--- config.mk ---
export PLATFORM = sky130hd
export DESIGN_NAME = clock_monitor
export DESIGN_NICKNAME = d
export VERILOG_FILES = /design/src/rtl/clock_monitor_pkg.sv /design/src/rtl/clock_monitor_sync_cell.sv /design/src/rtl/clock_monitor.sv
export SDC_FILE = /design/constraint.sdc
export NUM_CORES = 1
export LEC_CHECK = 0
export CORE_UTILIZATION = 56
export DETAILED_ROUTE_END_ITERATION = 8
export GPL_TIMING_DRIVEN = 0
export MAX_ROUTING_LAYER = met4
export PLACE_DENSITY = 0.95
export SYNTH_ARGS = -nofsm -noshare
export SYNTH_HDL_FRONTEND = slang
export SYNTH_SLANG_ARGS = --single-unit
--- constraint.sdc ---
create_clock -name clk -period 4.6 [get_ports clk]
set_clock_uncertainty 0.15 [all_clocks]
set_input_delay 0.46 -clock clk [delete_from_list [all_inputs] [get_ports clk]]
set_output_delay 0.46 -clock clk [all_outputs]
set_load 0.1 [all_outputs]
--- src/rtl/clock_monitor_pkg.sv ---
// Shared types and default widths for the clock monitor.
package clock_monitor_pkg;

   localparam int DEF_CNT_W       = 16;
   localparam int DEF_EDGE_CNT_W  = 32;
   localparam int DEF_SYNC_STAGES = 2;

   typedef enum logic [1:0] {
      ST_IDLE    = 2'd0,
      ST_ARM     = 2'd1,
      ST_MEASURE = 2'd2
   } state_e;

endpackage

--- src/rtl/clock_monitor_sync_cell.sv ---
// Multi-flop synchronizer bringing the monitored clock into the clk domain.
module sync_cell #(
   parameter int STAGES = 2
) (
   input  logic clk,
   input  logic rst_n,
   input  logic async_i,
   output logic sync_o
);

   logic [STAGES-1:0] sync_q;

   always_ff @(posedge clk or negedge rst_n) begin
      if (!rst_n) begin
         sync_q <= '0;
      end else begin
         sync_q <= {sync_q[STAGES-2:0], async_i};
      end
   end

   assign sync_o = sync_q[STAGES-1];

endmodule

--- src/rtl/clock_monitor.sv ---
// Period/edge monitor for an asynchronous clock sampled by clk.
// Optional min/max period history is enabled with CLOCK_MONITOR_HIST_EN.
module clock_monitor
   import clock_monitor_pkg::*;
#(
   parameter int CNT_W       = DEF_CNT_W,
   parameter int EDGE_CNT_W  = DEF_EDGE_CNT_W,
   parameter int SYNC_STAGES = DEF_SYNC_STAGES
) (
   input  logic                  clk,
   input  logic                  rst_n,
   input  logic                  mon_in,
   input  logic                  enable,
   input  logic                  clear,
   input  logic [CNT_W-1:0]      period_min,
   input  logic [CNT_W-1:0]      period_max,
   output logic [EDGE_CNT_W-1:0] edge_count,
   output logic [CNT_W-1:0]      last_period,
   output logic                  period_valid,
   output logic                  too_fast,
   output logic                  too_slow,
   output logic                  stuck,
   output logic                  err_sticky
`ifdef CLOCK_MONITOR_HIST_EN
   ,
   output logic [CNT_W-1:0]      min_seen,
   output logic [CNT_W-1:0]      max_seen
`endif
);

   localparam logic [CNT_W-1:0] CNT_MAX = '1;
   localparam logic [CNT_W-1:0] CNT_ONE = CNT_W'(1);

   logic                  mon_sync;
   logic                  hist_q;
   logic                  rise_q;
   state_e                state_q, state_d;
   logic [CNT_W-1:0]      cnt_q, cnt_d;
   logic                  ovf_q, ovf_d;
   logic [EDGE_CNT_W-1:0] edge_q, edge_d;
   logic [CNT_W-1:0]      last_q, last_d;
   logic                  pv_q, pv_d;
   logic                  fast_q, fast_d;
   logic                  slow_q, slow_d;
   logic                  stuck_prev_q;
   logic                  err_q, err_d;

   sync_cell #(
      .STAGES (SYNC_STAGES)
   ) u_sync (
      .clk     (clk),
      .rst_n   (rst_n),
      .async_i (mon_in),
      .sync_o  (mon_sync)
   );

   // Registered rise pulse keeps the edge detector off the compare path.
   always_ff @(posedge clk or negedge rst_n) begin
      if (!rst_n) begin
         hist_q <= 1'b0;
         rise_q <= 1'b0;
      end else begin
         hist_q <= mon_sync;
         rise_q <= mon_sync & ~hist_q;
      end
   end

   always_ff @(posedge clk or negedge rst_n) begin
      if (!rst_n) begin
         state_q <= ST_IDLE;
      end else begin
         state_q <= state_d;
      end
   end

   always_comb begin
      state_d = state_q;
      if (!enable) begin
         state_d = ST_IDLE;
      end else begin
         case (state_q)
            ST_IDLE:    state_d = ST_ARM;
            ST_ARM:     if (rise_q && (cnt_q <= CNT_ONE)) state_d = ST_MEASURE;
            ST_MEASURE: state_d = ST_MEASURE;
            default:    state_d = ST_IDLE;
         endcase
      end
   end

   // Saturation sets ovf so a period longer than the counter range still flags too_slow.
   always_comb begin
      cnt_d  = cnt_q;
      ovf_d  = ovf_q;
      edge_d = edge_q;
      last_d = last_q;
      pv_d   = 1'b0;
      fast_d = 1'b0;
      slow_d = 1'b0;
      case (state_q)
         ST_IDLE: begin
            cnt_d = '0;
            ovf_d = 1'b0;
         end
         ST_ARM: begin
            if (rise_q) begin
               cnt_d  = CNT_ONE;
               ovf_d  = 1'b0;
               edge_d = edge_q + 1'b1;
            end
         end
         ST_MEASURE: begin
            if (rise_q) begin
               last_d = cnt_q;
               pv_d   = 1'b1;
               fast_d = (cnt_q < period_min);
               slow_d = (cnt_q > period_max) || ovf_q;
               cnt_d  = CNT_ONE;
               ovf_d  = 1'b0;
               edge_d = edge_q + 1'b1;
            end else if (cnt_q == CNT_MAX) begin
               ovf_d = 1'b1;
            end else begin
               cnt_d = cnt_q + 1'b1;
            end
         end
         default: begin
            cnt_d = '0;
            ovf_d = 1'b0;
         end
      endcase
      if (clear) begin
         edge_d = '0;
      end
      err_d = clear ? 1'b0 : (err_q | fast_d | slow_d | (stuck & ~stuck_prev_q));
   end

   always_ff @(posedge clk or negedge rst_n) begin
      if (!rst_n) begin
         cnt_q        <= '0;
         ovf_q        <= 1'b0;
         edge_q       <= '0;
         last_q       <= '0;
         pv_q         <= 1'b0;
         fast_q       <= 1'b0;
         slow_q       <= 1'b0;
         stuck_prev_q <= 1'b0;
         err_q        <= 1'b0;
      end else begin
         cnt_q        <= cnt_d;
         ovf_q        <= ovf_d;
         edge_q       <= edge_d;
         last_q       <= last_d;
         pv_q         <= pv_d;
         fast_q       <= fast_d;
         slow_q       <= slow_d;
         stuck_prev_q <= stuck;
         err_q        <= err_d;
      end
   end

   assign stuck        = (state_q == ST_MEASURE) && ((cnt_q > period_max) || ovf_q);
   assign edge_count   = edge_q;
   assign last_period  = last_q;
   assign period_valid = pv_q;
   assign too_fast     = fast_q;
   assign too_slow     = slow_q;
   assign err_sticky   = err_q;

`ifdef CLOCK_MONITOR_HIST_EN
   logic [CNT_W-1:0] min_q, max_q;

   always_ff @(posedge clk or negedge rst_n) begin
      if (!rst_n) begin
         min_q <= '1;
         max_q <= '0;
      end else if (clear) begin
         min_q <= '1;
         max_q <= '0;
      end else if (pv_d) begin
         if (last_d < min_q) min_q <= last_d;
         if (last_d > max_q) max_q <= last_d;
      end
   end

   assign min_seen = min_q;
   assign max_seen = max_q;
`endif

endmodule

==> impl_results.md <==
* Register area share after synthesis at 0.4201
* Gate Count Post-Synth at 475
* Lkg Pwr at 0.002699 uW
* Fmax at 240.7 MHz
* Mean area per synthesized cell at 9.530 sq um
* Vias at 4,075
* Switch share at 0.3401
* Clock Root Buffer: clkbuf_8
* Final Net Count at roughly 650
* Sequential share of power at 0.463
* Max FO, Critical Path at 3
* Share of cells above drive strength 1 at 0.07732
* Final wirelength at 11,880 um
* Count of different cell masters after synthesis at 57
* Post-CTS Hold Buffers at 1
* Longest Clk Path Bufs at 2
* Core Area at around 0.0078 sq mm
* Placed Cells at 667
* DRC at 0
* DR WL/cell at 17.36 um
* Synth Warn # at 0
* CP cell instances: clkdlybuf4s50_1 -> inv_1 -> ha_1 -> nor2b_1 -> o211ai_1 -> a2111oi_0 -> nor4_1 -> nor2_1 -> clkdlybuf4s50_1
* Die extent in y at 91.91 um
* Post-Synthesis Cell Area at about 0.0045 sq mm
* Worst vdd ir at 0.1948 mV
* Top-area cell type share of the netlist area at 0.4201
* Post CTS Setup Buffer Count at 0
* Initial Utilization at 0.5828
* Number of port buffers at 89
* Max stage delay on crit path at 1.18 ns
* CTS buffer count at 9
* Comb pwr share at 0.225
* Tmin final at 4.155 ns
* Clk pwr share at 0.312
* Switch Pwr at roughly 520 uW
* RSZ-0062 raised after global routing: no
* CP Class: in -> out
* Top post-synthesis cells by area: dfrtp_1, ha_1, inv_1, nand2_1, mux2_2
* Fin crit share at 0.9032
* FFs w/ async S/R, synth at 1.000
* Setup Viol. Count Final at 0
* Full die area at 0.008447 sq mm
* DRT iter0 DRCs at about 350
* Drt first pass iters at 5
* Crit path capture type: output port
* Setup TNS at 0 ns
* Metal3 WL at ~740 um
* Final ANT Viol Nets at 0
* Initial antenna violation count at 0
* DPL Wire Length at roughly 9000 um
* Critical path startpoint category: primary input
* Vias per cell at 5.958
* Uppermost layer routed: met4
* H-tree levels at 3
* Total track usage at 0.2999
* Routability Congestion at 0.9238
* CP required at between 3 and 4 ns
* Worst path slowest cell: clkdlybuf4s50_1
* Clock latency on the worst-skew pair at 0.37 ns
* Status: completed
* Finished Layout Cells at 684
* Most frequent CP cell: clkdlybuf4s50_1
* Cell taking the most area after synthesis: dfrtp_1
* Post-Syn Nets at 550
* Final Hold Vio Count at 0
* Yosys reg bits at 76
* Number of global-route vias before repair at 4,016
* # IOs at 90
* Die width at 91.91 um
* MaxCap Viol Count at 0
* Worst Hold Class: reg -> reg
* Largest net degree at the start of global routing at 77
* P&R area growth vs syn at 27.28%
* Slew @ Worst Pin at 1.042 ns
* Met1 wire length at 4917 um
* PwrDens at ~260 mW/mm^2
* Final max-slew violation count at 0
* CTS resizes at 0
* Total Power at 1524 uW
* ANT cells at 0
* Layout fillers at between 500 and 600
* First-pass GRT wire length at 19,310 um
* CTS tree: yes
* Grt ovf at 0
* Std-Cell Rows at 32
* CTS sink count at 76
* Max-slew headroom at 0.3030
* Number of synthesized flops with an enable pin at 0
* Clk slew on worst S/H paths at 0.08 ns
* Crit path DAT at 3.54 ns
* Top FF cell, synth: dfrtp_1
* Cell internal pwr at 1006 uW
* Met2 Routed Length at between 5000 and 6000 um
[worst paths after layout]
path                                                  from                     endpoint  slack [ns]  cells past startpoint
worst max-delay path                         period_max[1]                        stuck        0.45                      9
worst min-delay path            u_sync.sync_q[0]$_DFF_PN0_   u_sync.sync_q[1]$_DFF_PN0_        0.20                      0
worst max register to register      state_q[0]$_DFFE_PN0P_         err_sticky$_DFF_PN0_        1.85                      7
worst min register to register  u_sync.sync_q[0]$_DFF_PN0_   u_sync.sync_q[1]$_DFF_PN0_        0.20                      0
max in group asynchronous                            rst_n         cnt_q[9]$_DFFE_PN0P_        3.48                      3
min in group asynchronous                            rst_n  last_period[14]$_DFFE_PN0P_        0.49                      3
[power by group through the flow]
stage	combinational (uW)	sequential (uW)	clock [uW]
2_1_floorplan	167	764	0
3_3_place_gp	319	718	0
3_5_place_dp	338	719	0
4_1_cts	340	706	480
5_1_grt	375	708	506
6_report	343	706	475
[cell usage in the layout (no fill, tap or decap), types with 4 or more instances in the layout]
cell type	netlist	layout
a211o_1	4	4
a21o_1	4	4
a21oi_1	22	22
a31oi_1	8	8
and2_1	6	6
and3_1	12	12
and4_1	4	4
buf_1	4	4
clkbuf_1	9	9
clkbuf_8	0	9
clkdlybuf4s50_1	0	88
dfrtp_1	76	76
ha_1	38	38
inv_1	43	43
mux2_2	12	12
nand2_1	40	40
nand3_1	26	26
nand4_1	13	13
nor2_1	35	35
nor2b_1	6	6
nor3_1	13	13
nor4_1	7	7
o21ai_0	13	13
o31ai_1	4	4
or4_1	5	5
xnor2_1	8	8
xor2_1	14	14
[state kept, by name (all words and copies together), names as in the netlist, 2 cells and up]
| name | flops |
|---|---|
| cnt_q | 16 |
| state_q | 2 |
| u_sync.sync_q | 2 |
| edge_count | 32 |
| last_period | 16 |
[synthesized netlist by cell type (6+ instances only)]
master and count:
a21oi_1 22, a31oi_1 8, and2_1 6, and3_1 12, clkbuf_1 9, dfrtp_1 76
ha_1 38, inv_1 43, mux2_2 12, nand2_1 40, nand3_1 26, nand4_1 13
nor2_1 35, nor2b_1 6, nor3_1 13, nor4_1 7, o21ai_0 13, xnor2_1 8
xor2_1 14
[critical path: cells and delay by family]
family	cells	cell delay, ns
buffers and inverters	3	1.69
AND/OR/NAND/NOR	3	0.57
AO/OA/AOI/OAI	2	0.52
adder cells (fa/ha/maj)	1	0.29
[through the flow]
stage | utilization | area (sq um) | worst slack (ns) | hold slack [ns]
after floorplan | - | 4527 | 1.265 | 0.01441
after global placement | 0.7139 | 5545 | 0.4328 | 0.1846
after detailed placement | 0.7171 | 5570 | 0.4821 | 0.1889
after CTS | 0.7418 | 5762 | 0.4822 | 0.2079
after global routing | 0.7418 | 5762 | 0.2593 | 0.2136
final | 0.7418 | 5762 | 0.4451 | 0.2036
[layout make-up]
type,instances,area (sq um),area share
clock inverters,7,57.56,0.009989
repair buffers,91,925.9,0.1607
multi-input cells,340,2387,0.4143
well taps,102,127.6,0.02215
clock buffers,9,123.9,0.02150
inverters,44,178.9,0.03105
flip-flops and latches,76,1902,0.3301
plain buffers,15,58.81,0.01021
[layer usage]
layer	global-route usage	vias to the layer above
met5	-	-
met4	0.1159	0
met3	0.05390	39
met2	0.4876	183
met1	0.3740	1953
li1	-	1900
[kinds of logic (layout without fill, tap and decap cells)]
group                    after synthesis  in the layout  synth area share
XOR/XNOR                              22             22           0.04257
AO/OA/AOI/OAI                         78             78            0.1133
adder cells (fa/ha/maj)               38             38            0.1050
buffers and inverters                 59            166           0.05251
multiplexers                          17             17           0.04174
flip-flops                            76             76            0.4201
AND/OR/NAND/NOR                      185            185            0.2247
Power figures use the tool's default switching activity.
==> RTL change 1 (config.mk and constraints unchanged) <==
The output `period_valid` loses its register stage (`pv_q` becomes a continuous assignment).
--- a/src/rtl/clock_monitor.sv
+++ b/src/rtl/clock_monitor.sv
@@ -142,3 +142,2 @@
          last_q       <= '0;
-         pv_q         <= 1'b0;
          fast_q       <= 1'b0;
@@ -152,3 +151,2 @@
          last_q       <= last_d;
-         pv_q         <= pv_d;
          fast_q       <= fast_d;
@@ -159,2 +157,4 @@
    end
+
+   assign pv_q = pv_d;
 
Formal check against the unedited RTL: not equivalent (Yosys sat finds a counterexample within 10 cycles, from zero or initial values and one cycle with rst_n low).
==> RTL change 1 against the unedited design <==
Sequential cell count down 1. Combinational power down 2%. Design area down 0.17%. Routed wire length down 2.3%. Setup slack better by 0.0099 ns. Area after synthesis down 0.55%. Total power up 6.3%. Die area down 0.54%. Critical path type unchanged. Largest cell class unchanged.
==> RTL change 1: results (changes against the unedited design) <==
[finish]
antenna_cells = 0  ; unchanged
drive_gt1_frac = 0.07599  ; -0.001326
largest_reg_flops = 32  ; unchanged
nets = 649  ; -0.46%
n_fill_cell = 530  ; -2.9%

[timing]
slew_headroom = 0.3180  ; +0.01501

[global_route]
grt_start_max_net_pins = 76  ; -1.3%
track_usage = 0.3079  ; +0.008036
grt_pass1_wl_mm = 19.59  ; +1.4%
antenna_found_initial = 0  ; unchanged

[pwr]
power.leakage_nw = 2.695  ; -0.13%
pwr.group.clock_w = 0.000588  ; +24%
irDropWorstVdd_uv = 175.3  ; -10%
p_comb_frac = 0.207  ; -0.018
p_switching_w = 0.0005037  ; -2.8%
clkPwrFrac = 0.363  ; +0.051

[yosys]
syn-num-nets = 549  ; -0.18%
ys_top_cells_by_count = dfrtp_1, inv_1, nand2_1
synth.distinct_cells = 57  ; unchanged
synth_area_leaders = dfrtp_1, ha_1, inv_1, nand2_1, mux2_2
ys_seq_area_frac = 0.4169  ; -0.003223
synth_flop_cell = dfrtp_1
ys_warn_count = 0  ; unchanged
async_reset_ff_frac = 1.000  ; unchanged

[detailed_routing]
drtIter0Drc = 337  ; -3.4%
routed_wl_mm = 11.60  ; -2.3%
dr.pass1.iters = 5  ; unchanged
vias = 4073  ; -0.049%

[placement]
port_buffers = 89  ; unchanged
routabilityCongestion = 0.9110  ; -1.4%
dpl.hpwl_mm = 8.585  ; -3.5%

[clocking]
post-cts-setup-buffer-count = 0  ; unchanged
clock_path_buffers = 2  ; unchanged
cts_buffers = 9  ; unchanged
clk_latency_ns = 0.36
cts_max_level = 3  ; unchanged
clock-root-buffer = clkbuf_8

[worst_setup_path]
cp_data_arrival_time_ns = 3.53  ; about the same
slowest_delay_ns = 1.01  ; -0.17 ns
crit_slowest_cell = clkdlybuf4s50_1
crit_fanout = 3  ; unchanged
endpoint_kind = output pin

[status]
status = completed

[min_path]
hold_path_class = in -> async

RTL change 1: path summary, 6_finish.rpt:
check | start | endpoint | slack (ns) | cells after the start
min in group clk | u_sync.sync_q[0] | u_sync.sync_q[1] | 0.21 | 0
max in group asynchronous | rst_n | last_period[7] | 3.62 | 1
hold reg to reg | u_sync.sync_q[0] | u_sync.sync_q[1] | 0.21 | 0
setup / recovery | period_max[14] | stuck | 0.46 | 9
setup reg to reg | state_q[0] | err_sticky | 1.84 | 7
hold / removal | rst_n | edge_count[28] | 0.07 | 1
RTL change 1: routing by layer:
layer,GRT usage,share of wire
met2,0.4893,0.50
met5,-,0
met3,0.05058,0.063
met4,0.1455,0.021
met1,0.3863,0.42
RTL change 1: worst max-delay path: cells and delay by family:
kind	cells	cell delay [ns]
buf+inv	3	1.54
fa+ha+maj	1	0.32
compound gates	2	0.45
simple gates	3	0.77
RTL change 1: kinds of logic (layout without fill, tap and decap cells):
logic type	after synthesis	count (layout)	synth area share
compound gates	78	78	0.1140
xor+xnor	22	22	0.04280
fa+ha+maj	38	38	0.1056
buf+inv	59	164	0.05281
flops	75	75	0.4169
mux	17	17	0.04197
simple gates	185	185	0.2260
RTL change 1: metrics by stage:
stage,worst slack (ns),instances,cell area (sq um)
floorplan,1.265,474,4502
finish,0.4551,681,5752
global placement,0.5037,665,5520
CTS,0.5366,681,5752
global route,0.3077,681,5752
detailed placement,0.5265,665,5518
RTL change 1: area by class of cell:
type | instances | share of cell area
inverter | 44 | 0.03111
buffer | 15 | 0.01022
sequential | 75 | 0.3263
clock inverter | 6 | 0.01675
timing repair buffer | 89 | 0.1544
tap | 102 | 0.02219
multi-input combinational | 340 | 0.4151
clock buffer | 10 | 0.02393
==> RTL change 2 (config.mk and constraints unchanged) <==
Without the edit above. Change the package constant `DEF_SYNC_STAGES` from 2 to 4.
--- a/src/rtl/clock_monitor_pkg.sv
+++ b/src/rtl/clock_monitor_pkg.sv
@@ -5,3 +5,3 @@
    localparam int DEF_EDGE_CNT_W  = 32;
-   localparam int DEF_SYNC_STAGES = 2;
+   localparam int DEF_SYNC_STAGES = 4;
 
Check against the original RTL: not equivalent (a bounded check fails within 10 cycles, from zero or initial values and one cycle with rst_n low).
==> RTL change 2 against the unedited design <==
Register-to-register slack improved by 0.03 ns. Sequential cell count up 2. Clock power is 16% higher. Worst hold slack got worse by 0.0018 ns. Die area decreased by 0.11%. Total power is 6.4% higher. Area after synthesis shrank 0.11%. Via count is 1.2% higher. Setup slack worse by 0.094 ns. Routed wire length barely moved. Design area up 0.13%.
==> RTL change 2: results (changes against the unedited design) <==
[global_route]
track_usage = 0.3188  ; +0.01896
grtUsageMet3 = 0.06302  ; +0.009121
gr-usage-met2 = 0.5037  ; +0.01617
grt_pass1_wl_mm = 20.44  ; +5.9%

[finish]
nets = 649  ; -0.46%
nNonClkInverters = 40  ; -9.1%
bufAreaShareNonClock = 0.1720  ; +0.001079
nonClockBufferCount = 105  ; -0.94%
sh_seq_area = 0.3383  ; +0.008246
drive_gt1_frac = 0.08117  ; +0.003855
design_area_sq_um = 5769  ; +0.13%
n_fill_cell = 515  ; -5.7%
clk_share = 0.03665  ; +0.005164

[detailed_routing]
dr_wl_met2_mm = 5.850  ; +0.17%
routed_via_density = 6.054  ; +1.6%
wl_met3_um = 946  ; +28%
wl_per_cell_um = 17.45  ; +0.51%
drtIter0Drc = 335  ; -4.0%
routed_wl_mm = 11.89  ; about the same
met1_length_mm = 4.660  ; -5.2%

[pwr]
irDropWorstVdd_uv = 194.3  ; -0.23%
power_frac_seq = 0.449  ; -0.014
p_switching_w = 0.0005312  ; +2.5%
power.leakage_nw = 2.662  ; -1.4%

[yosys]
ys_seq_area_frac = 0.4317  ; +0.01153
synth_fa_ha_area_frac = 0.1051  ; +0.0001162
synth.distinct_cells = 55  ; -3.5%
synth_cells = 473  ; -0.42%
synth_compound_area_frac = 0.1085  ; -0.004855
ys_top_cells_by_count = dfrtp_1, nor2_1, inv_1
synth_area_leaders = dfrtp_1, ha_1, nor2_1, inv_1, o21ai_0

[placement]
port_buffers = 88  ; -1.1%
dpl.hpwl_mm = 8.627  ; -3.0%
routabilityCongestion = 0.9134  ; -1.1%
placed_cell_area_sq_um = 5548  ; -0.40%

[clocking]
clock_sinks = 78  ; +2.6%

[timing]
slew_headroom = 0.3096  ; +0.006557

[status]
status = completed

RTL change 2: changes by cell type in the layout (fill, tap and decap cells not counted), moves of 4 or more:
cell,before,now
a31oi_1,8,3
and3_1,12,7
and4_1,4,8
nand2_1,40,34
nand3_1,26,19
nand4_1,13,23
nor2_1,35,49
nor3_1,13,8
o21ai_0,13,30
or4_1,5,1
RTL change 2: final timing paths:
path                                        from          endpoint  slack (ns)  depth (start not counted)
worst min-delay path            u_sync.sync_q[2]  u_sync.sync_q[3]        0.20                          0
max in group asynchronous                  rst_n    last_period[1]        3.25                          3
worst max register to register        state_q[0]    edge_count[16]        1.88                          8
worst min register to register  u_sync.sync_q[2]  u_sync.sync_q[3]        0.20                          0
min in group asynchronous                  rst_n    last_period[6]        0.46                          2
worst max-delay path               period_max[1]             stuck        0.35                          9
RTL change 2: cell families after synthesis:
logic type,after synthesis
xor gates and xnor gates,27
and+or+nand+nor,181
AOI/OAI and AO/OA,78
buffers and inverters,55
muxes,16
DFF,78
adders and majority gates,38
